<file path="src/rtl/serpent_pkg.sv">
// Shared definitions for the Serpent decryption core: round/key constants,
// FSM state encoding, inverse S-box tables and the inverse linear transform.
// Word layout: X0 = block[31:0], X1 = [63:32], X2 = [95:64], X3 = [127:96];
// S-boxes are applied bitsliced, nibble {X3[j],X2[j],X1[j],X0[j]}.
package serpent_pkg;

  localparam int SERPENT_ROUNDS   = 32;
  localparam int SERPENT_LAST_KEY = 32;

  localparam logic [4:0] LAST_ROUND   = 5'(SERPENT_ROUNDS - 1);
  localparam logic [5:0] LAST_KEY_IDX = 6'(SERPENT_LAST_KEY);

  typedef enum logic [1:0] {
    ST_IDLE  = 2'd0,
    ST_ROUND = 2'd1,
    ST_DONE  = 2'd2
  } fsm_e;

  // Inverse S-boxes, entry n of box b at INV_SBOX[b][4*n +: 4]; box 7 listed first.
  localparam logic [7:0][63:0] INV_SBOX = {
    64'h241A7BC58FE9D603,  // InvS7
    64'hB8C27E940635D1AF,  // InvS6
    64'h0AC7356BED1492F8,  // InvS5
    64'h1DF46BC2E79A3805,  // InvS4
    64'h1F842C53D6EB7A90,  // InvS3
    64'h7A85D63021EB4F9C,  // InvS2
    64'h0AD1974B3C6FE285,  // InvS1
    64'h289F74E1C56A0B3D   // InvS0
  };

  // Bitsliced application of inverse S-box 'box' across all 32 columns.
  function automatic logic [127:0] inv_sbox_slice(input logic [2:0] box, input logic [127:0] d);
    logic [63:0]  tbl;
    logic [3:0]   nib;
    logic [3:0]   o;
    logic [127:0] r;
    tbl = INV_SBOX[box];
    r   = 128'd0;
    for (int j = 0; j < 32; j++) begin
      nib       = {d[96+j], d[64+j], d[32+j], d[j]};
      o         = tbl[{nib, 2'b00} +: 4];
      r[j]      = o[0];
      r[32+j]   = o[1];
      r[64+j]   = o[2];
      r[96+j]   = o[3];
    end
    return r;
  endfunction

  // Undo the encryption linear transform, steps taken in reverse order.
  function automatic logic [127:0] inv_lt(input logic [127:0] d);
    logic [31:0] x0, x1, x2, x3;
    x0 = d[31:0];
    x1 = d[63:32];
    x2 = d[95:64];
    x3 = d[127:96];
    x2 = {x2[21:0], x2[31:22]};          // ror 22
    x0 = {x0[4:0],  x0[31:5]};           // ror 5
    x2 = x2 ^ x3 ^ {x1[24:0], 7'd0};
    x0 = x0 ^ x1 ^ x3;
    x3 = {x3[6:0],  x3[31:7]};           // ror 7
    x1 = {x1[0],    x1[31:1]};           // ror 1
    x3 = x3 ^ x2 ^ {x0[28:0], 3'd0};
    x1 = x1 ^ x0 ^ x2;
    x2 = {x2[2:0],  x2[31:3]};           // ror 3
    x0 = {x0[12:0], x0[31:13]};          // ror 13
    return {x3, x2, x1, x0};
  endfunction

endpackage

</file>
<file path="src/rtl/serpent_de_round.sv">
// One combinational Serpent inverse round:
//   o_data = InvS[round mod 8](InvLT(i_data)) ^ i_subkey,
// with InvLT bypassed for round 31 (the final encryption round has no LT).
module serpent_de_round
  import serpent_pkg::*;
(
  input  logic [127:0] i_data,
  input  logic [127:0] i_subkey,
  input  logic [4:0]   i_round,
  output logic [127:0] o_data
);

  logic [127:0] w_pre;
  logic [127:0] w_sbox;

  // Inverse linear transform (skipped on the last round), inverse S-box, key mix.
  always_comb begin
    if (i_round == LAST_ROUND) begin
      w_pre = i_data;
    end else begin
      w_pre = inv_lt(i_data);
    end
    w_sbox = inv_sbox_slice(i_round[2:0], w_pre);
    o_data = w_sbox ^ i_subkey;
  end

endmodule

</file>
<file path="src/rtl/serpent_de_core.sv">
// Iterative Serpent block decryption core: one inverse round per clock,
// 32 rounds, K32 whitening on accept. Subkeys are fetched externally via
// o_subkey_idx / i_subkey in the same cycle.
// Optional feature macro: SERPENT_DE_ZEROIZE_EN -- clears the state register
// when the plaintext is handed off and masks o_data outside DONE.
module serpent_de_core
  import serpent_pkg::*;
(
  input  logic         i_clk,
  input  logic         i_rst,
  input  logic         i_valid,
  output logic         o_ready,
  input  logic [127:0] i_data,
  output logic [5:0]   o_subkey_idx,
  input  logic [127:0] i_subkey,
  output logic         o_valid,
  input  logic         i_ready,
  output logic [127:0] o_data
);

  fsm_e         r_fsm;
  fsm_e         w_fsm_next;
  logic [4:0]   r_cnt;
  logic [4:0]   w_cnt_next;
  logic [127:0] r_state;
  logic [127:0] w_state_next;
  logic [127:0] w_round_out;

  serpent_de_round u_round (
    .i_data   (r_state),
    .i_subkey (i_subkey),
    .i_round  (r_cnt),
    .o_data   (w_round_out)
  );

  // State register, round counter and datapath register; reset wins over all.
  always_ff @(posedge i_clk) begin
    if (i_rst) begin
      r_fsm   <= ST_IDLE;
      r_cnt   <= LAST_ROUND;
      r_state <= 128'd0;
    end else begin
      r_fsm   <= w_fsm_next;
      r_cnt   <= w_cnt_next;
      r_state <= w_state_next;
    end
  end

  // Next-state logic: accept with whitening, iterate rounds, hold result until taken.
  always_comb begin
    w_fsm_next   = r_fsm;
    w_cnt_next   = r_cnt;
    w_state_next = r_state;
    case (r_fsm)
      ST_IDLE: begin
        if (i_valid) begin
          w_state_next = i_data ^ i_subkey;
          w_cnt_next   = LAST_ROUND;
          w_fsm_next   = ST_ROUND;
        end else begin
          w_fsm_next   = ST_IDLE;
        end
      end
      ST_ROUND: begin
        w_state_next = w_round_out;
        if (r_cnt == 5'd0) begin
          w_fsm_next = ST_DONE;
        end else begin
          w_cnt_next = r_cnt - 5'd1;
        end
      end
      ST_DONE: begin
        if (i_ready) begin
          w_fsm_next = ST_IDLE;
`ifdef SERPENT_DE_ZEROIZE_EN
          w_state_next = 128'd0;
`endif
        end else begin
          w_fsm_next = ST_DONE;
        end
      end
      default: begin
        w_fsm_next = ST_IDLE;
      end
    endcase
  end

  // Output decode from the registered FSM state and datapath.
  always_comb begin
    o_ready      = 1'b0;
    o_valid      = 1'b0;
    o_subkey_idx = LAST_KEY_IDX;
`ifdef SERPENT_DE_ZEROIZE_EN
    o_data       = 128'd0;
`else
    o_data       = r_state;
`endif
    case (r_fsm)
      ST_IDLE: begin
        o_ready = 1'b1;
      end
      ST_ROUND: begin
        o_subkey_idx = {1'b0, r_cnt};
      end
      ST_DONE: begin
        o_valid = 1'b1;
        o_data  = r_state;
      end
      default: begin
        o_ready = 1'b0;
      end
    endcase
  end

endmodule

</file>
<file path="config.mk">
export PLATFORM = sky130hd
export DESIGN_NAME = serpent_de_core
export DESIGN_NICKNAME = d
export VERILOG_FILES = /design/src/rtl/serpent_pkg.sv /design/src/rtl/serpent_de_round.sv /design/src/rtl/serpent_de_core.sv
export SDC_FILE = /design/constraint.sdc
export NUM_CORES = 2
export LEC_CHECK = 0
export ABC_CLOCK_PERIOD_IN_PS = 4500
export BUFFER_PORTS_ARGS = -buffer_cell sky130_fd_sc_hd__buf_4
export CAP_MARGIN = 20
export CORE_AREA = 2 2 167 332
export CTS_CLUSTER_DIAMETER = 150
export DETAILED_ROUTE_END_ITERATION = 6
export DIE_AREA = 0 0 169 334
export PLACE_DENSITY = 0.83
export SYNTH_ARGS = -nofsm -noshare
export SYNTH_HDL_FRONTEND = slang
export SYNTH_SLANG_ARGS = --single-unit
</file>
<file path="constraint.sdc">
create_clock -name i_clk -period 4.5 [get_ports i_clk]
set_input_delay 0.675 -clock i_clk [delete_from_list [all_inputs] [get_ports i_clk]]
set_output_delay 0.675 -clock i_clk [all_outputs]
set_load 0.05 [all_outputs]
</file>
==> results of run 1 <==
## metrics by stage
step / setup slack [ns] / instances
2_1_floorplan: 1.093 / 3427
3_5_place_dp: 0.5912 / 4306
3_3_place_gp: 0.6393 / 4306
4_1_cts: 0.5254 / 4338
## routing by layer
metal | overflow | track usage
met1 | 5 | 0.8199
met2 | 203 | 0.9590
met3 | 9 | 0.6696
met4 | 192 | 0.8172
met5 | 0 | 0.2928
## cell families after synthesis
family | Yosys count
muxes | 907
and+or+nand+nor | 754
AOI/OAI and AO/OA | 652
buffers and inverters | 535
xor gates and xnor gates | 373
DFF | 195
adders and majority gates | 11
==> metrics.md, run 1 <==
| Metric | Value |
|---|---|
| Synth Area in Compound Gates | `0.1397` |
| Error | `[ERROR GRT-0116] Global routing finished with congestion. Check the congestion regions in the DRC Viewer.` |
| Post-cts gate resize count | `0` |
| Hpwl dp | `140.3 mm` |
| Quantity of I/O buffers inserted on ports | `395` |
| Mapped Cells | `3427` |
| YS warnings | `0` |
| GRT overflow | `409` |
| Mapped Area | `33140 um2` |
| Total track usage | `0.8127` |
| Largest cells by area after synthesis | `mux4_2, mux2i_1, dfxtp_1` |
| Syn_nets | `3698` |
| H-tree depth | `4` |
| Hold Buf Count CTS | `0` |
| Halt Stage | `5_1_grt` |
| Adder-Cell Fraction of Synth Area | `0.004153` |
| Mux cell area share after synthesis | `0.4138` |
| Avg Inst Size Synth | `9.669 um2` |
| Status | `did not finish` |
| Yosys reg bits | `195` |
| I/O Pins | `396` |
| Netlist cell types | `114` |
| Die W | `169 um` |
| Post-synth top area share | `0.2229` |
| Post-synthesis share of cell area spent on and, or, nand and nor gates | `0.1064` |
| Dominant synthesized flop cell | `dfxtp_1` |
| Setup bufs post-CTS | `0` |
| Clk sinks | `195` |
| EDFF count, synth | `0` |
| Initial Util | `0.6114` |
| Largest family of logic cells by synthesized area | `multiplexers` |
| TritonCTS Buffers | `17` |
| Area leader, netlist | `mux4_2` |
| Sequential element share of the synthesized area | `0.1178` |
| Vias in the first global route | `39840` |
| DP Area | `36840 um2` |
| Top-count cell post-synth | `mux2i_1` |
| Most common library cells after synthesis | `mux2i_1, mux4_2, clkbuf_1, nand2_1, nor2_1` |
| Largest net degree at the start of global routing | `89` |
| First-pass GRT wire length | `329.1 mm` |
| Clock Path Buffers | `2` |
| Row count | `121` |
| Xor/xnor share of the synthesized area | `0.1394` |
| Die Y | `334 um` |
| Post-synth ARST share | `0` |
| Clock root buffer | `clkbuf_16` |
| GPL Wtd Cong | `1.162` |
==> run 2, diff against run 1 <==
- CORE_AREA: 2 2 167 332 -> 2 2 291 293
- CTS_CLUSTER_DIAMETER: 150 -> default
- DIE_AREA: 0 0 169 334 -> 0 0 293 295
- PLACE_DENSITY: 0.83 -> default
- PLACE_DENSITY_LB_ADDON: default -> 0.15
==> metrics.md, run 2 <==
| Metric | Value |
|---|---|
| Post-synth top area share | `0.2229 (unchanged)` |
| Setup TNS Final | `0 ns` |
| Dominant synthesized flop cell | `dfxtp_1` |
| Buffer and inverter count on the worst path | `1` |
| Total power draw | `22.08 mW` |
| Logic pwr share | `0.787` |
| Top-count cell post-synth | `mux2i_1` |
| Post-cts gate resize count | `0 (unchanged)` |
| Vias in the first global route | `31850` |
| Die Y | `295 um (-12%)` |
| WL per Instance | `41.93 um` |
| Total number of vias | `35490` |
| Max incr delay on CP | `0.90 ns` |
| Mapped Cells | `3427 (unchanged)` |
| Drt drc | `15` |
| Final Hold Fails | `0` |
| Crit. Startpoint | `o_data[77]` |
| Placed cell count | `4763 (+11%)` |
| Nets | `3975` |
| R2r setup slk | `0.25 ns` |
| Layout cell share with drive strength beyond 1 | `0.3458` |
| Syn_nets | `3698 (unchanged)` |
| Final slew viol count | `0` |
| Status | `finished with violations` |
| Mapped Area | `33140 um2 (unchanged)` |
| Pwr Density | `573.7 nW/um2` |
| Post-synth ARST share | `0 (unchanged)` |
| Critical path depth | `10` |
| Clk pwr share | `0.079` |
| Most common cell after layout, fill and taps aside | `buf_4` |
| Initial Util | `0.3985 (-0.2129)` |
| Failing checks | `design-rule violations` |
| Setup bufs post-CTS | `0 (unchanged)` |
| Area delta synth->final | `16.16%` |
| Crit path max-delay family | `compound AO/OA/AOI/OAI gates` |
| Hold Buf Count CTS | `0 (unchanged)` |
| P_int | `10.44 mW` |
| Required @ worst endpoint | `4.96 ns` |
| Seq pwr share | `0.134` |
| GRT overflow | `0` |
| Maximum clock rate | `0.2353 GHz` |
| First-pass iteration count of the detailed router | `7` |
| GPL Wtd Cong | `1.089 (-6.3%)` |
| Switch Pwr | `11.64 mW` |
| Endpoints failing setup | `0` |
| Crit path kind | `reg -> reg` |
| Leak | `16.91 nW` |
| Sequential element share of the synthesized area | `0.1178 (unchanged)` |
| EDFF count, synth | `0 (unchanged)` |
| Finished Layout Cells | `4810` |
| CP endpoint | `o_data[84]` |
| Total track usage | `0.4548` |
| Met3 WL | `36.64 mm` |
| Initial antenna violation count | `23` |
| Routed WL | `201.7 mm` |
| I/O Pins | `396 (unchanged)` |
| Class of the worst hold path | `in -> reg` |
| Max Cap Viol | `0` |
| Avg Inst Size Synth | `9.669 um2 (unchanged)` |
| Clock Path Buffers | `2 (unchanged)` |
| H-tree depth | `4 (unchanged)` |
| CTS tree | `yes` |
| Crit Path Max Fanout | `13` |
| RR Endpoint | `o_data[84]` |
| Area leader, netlist | `mux4_2` |
| CP Cell Sequence | `xor2_1 -> xnor2_1 -> a21oi_2 -> buf_4 -> mux2i_1 -> mux4_2 -> nor2b_1 -> a211oi_2 -> nor3_1 -> o31ai_2` |
| Worst vdd ir | `0.3637 mV` |
| RR Startpoint | `o_data[77]` |
| RSZ-0062 raised after global routing | `no` |
| Hpwl dp | `141.2 mm (+0.65%)` |
| Reg2Reg Depth | `10` |
| Clock root buffer | `clkbuf_16` |
| Most common library cells after synthesis | `mux2i_1, mux4_2, clkbuf_1, nand2_1, nor2_1` |
| CP Launch Type | `flop` |
| Row count | `106 (-12%)` |
| Die area | `86440 um2` |
| Post-route clock period utilization | `0.9442` |
| Largest cells by area after synthesis | `mux4_2, mux2i_1, dfxtp_1` |
| First-pass GRT wire length | `271.4 mm` |
| Clock Latency Late Sink | `0.55 ns` |
| Worst hold path cell count | `3` |
| Yosys reg bits | `195 (unchanged)` |
| Most frequent cells in the layout | `buf_4, mux2i_1, mux4_2` |
| Sw Share | `0.5273` |
| Min cycle time layout | `4.249 ns` |
| Netlist cell types | `114 (unchanged)` |
| Largest net degree at the start of global routing | `119` |
| YS warnings | `0 (unchanged)` |
| Top Layer Used | `met5` |
| Die W | `293 um (+73%)` |
| Detail Route Antenna Nets | `0` |
| Critical Path AT | `4.70 ns` |
| Reg clk slew, reported paths | `0.10 ns` |
| Met2 routed WL | `75.59 mm` |
| Worst Skew | `0.02987 ns` |
| Initial DRC Count | `6239` |
| Slowest CP cell | `xor2_1` |
| Pin slew with the least headroom to its limit | `1.317 ns` |
| Clk sinks | `195 (unchanged)` |
| Normalized max-slew margin | `0.1213` |
| Via density | `7.378` |
| Critical Path Sink Type | `flop` |
| Quantity of I/O buffers inserted on ports | `395 (unchanged)` |
| Wl on met1 | `69.20 mm` |
| Core area | `83160 um2` |
| TritonCTS Buffers | `17 (unchanged)` |
run 2: cell counts after synthesis:
No cell type changed its count.
run 2: power groups by stage:
stage | Sequential, mW | Clock [mW] | Combinational (mW)
finish | 2.96 | 1.74 | 17.4
global route | 2.89 | 1.79 | 17.8
CTS | 2.84 | 1.74 | 16.6
detailed placement | 2.88 | 0 | 16.5
global placement | 2.89 | 0 | 16.5
floorplan | 3.00 | 0 | 11.1
run 2: logic make-up (layout without fill, tap and decap cells):
family / Yosys count / in the layout / synth area share
other: 0 / 14 / 0
adder cells (fa/ha/maj): 11 / 11 / 0.004153
multiplexers: 907 / 907 / 0.4138
XOR/XNOR: 373 / 373 / 0.1394
flip-flops: 195 / 195 / 0.1178
AND/OR/NAND/NOR: 754 / 754 / 0.1064
buffers and inverters: 535 / 824 / 0.07876
AO/OA/AOI/OAI: 652 / 652 / 0.1397
run 2: layout make-up:
cell class | instances | area [um2]
Inverter | 70 | 266.5
Antenna cell | 14 | 35.03
Sequential cell | 195 | 3928
Clock inverter | 14 | 178.9
Clock buffer | 17 | 425.4
Tap cell | 1080 | 1351
Timing Repair Buffer | 723 | 5573
Fill cell | 7962 | 44670
Multi-Input combinational cell | 2697 | 26730
run 2: how the worst min path moves through the flow:
| stage | start | endpoint |
|---|---|---|
| 6_report | i_subkey[80] | o_data[80] |
| 5_1_grt | i_subkey[76] | o_data[76] |
| 4_1_cts | i_subkey[80] | o_data[80] |
| 3_5_place_dp | o_data[84] | o_data[84] |
| 3_3_place_gp | o_data[84] | o_data[84] |
| 2_1_floorplan | r_cnt[0] | r_cnt[0] |
run 2: worst register-to-register path, stage by stage, from the launching register on:
cell and delay, ns:
dfxtp_1 0.51, xor2_1 0.90, xnor2_1 0.25, a21oi_2 0.26
buf_4 0.28, mux2i_1 0.13, mux4_2 0.53, nor2b_1 0.15
a211oi_2 0.78, nor3_1 0.14, o31ai_2 0.24
run 2: metal layers:
layer / up-vias / track usage
li1: 13540 / -
met1: 17170 / 0.5485
met2: 3667 / 0.5999
met3: 1086 / 0.2491
met4: 22 / 0.3375
met5: - / 0.01330
run 2: through the flow:
stage	util	hold WS (ns)	setup WS (ns)	area, um2
finish	0.4629	0.3860	0.2509	38490
global route	0.4625	0.3986	0.3317	38460
CTS	0.4620	0.3574	0.6933	38420
detailed placement	0.4548	0.4531	0.7291	37820
global placement	0.4548	0.4465	0.7297	37820
floorplan	-	0.5079	1.093	33140
No activity file was read; power rests on OpenSTA's default activity.
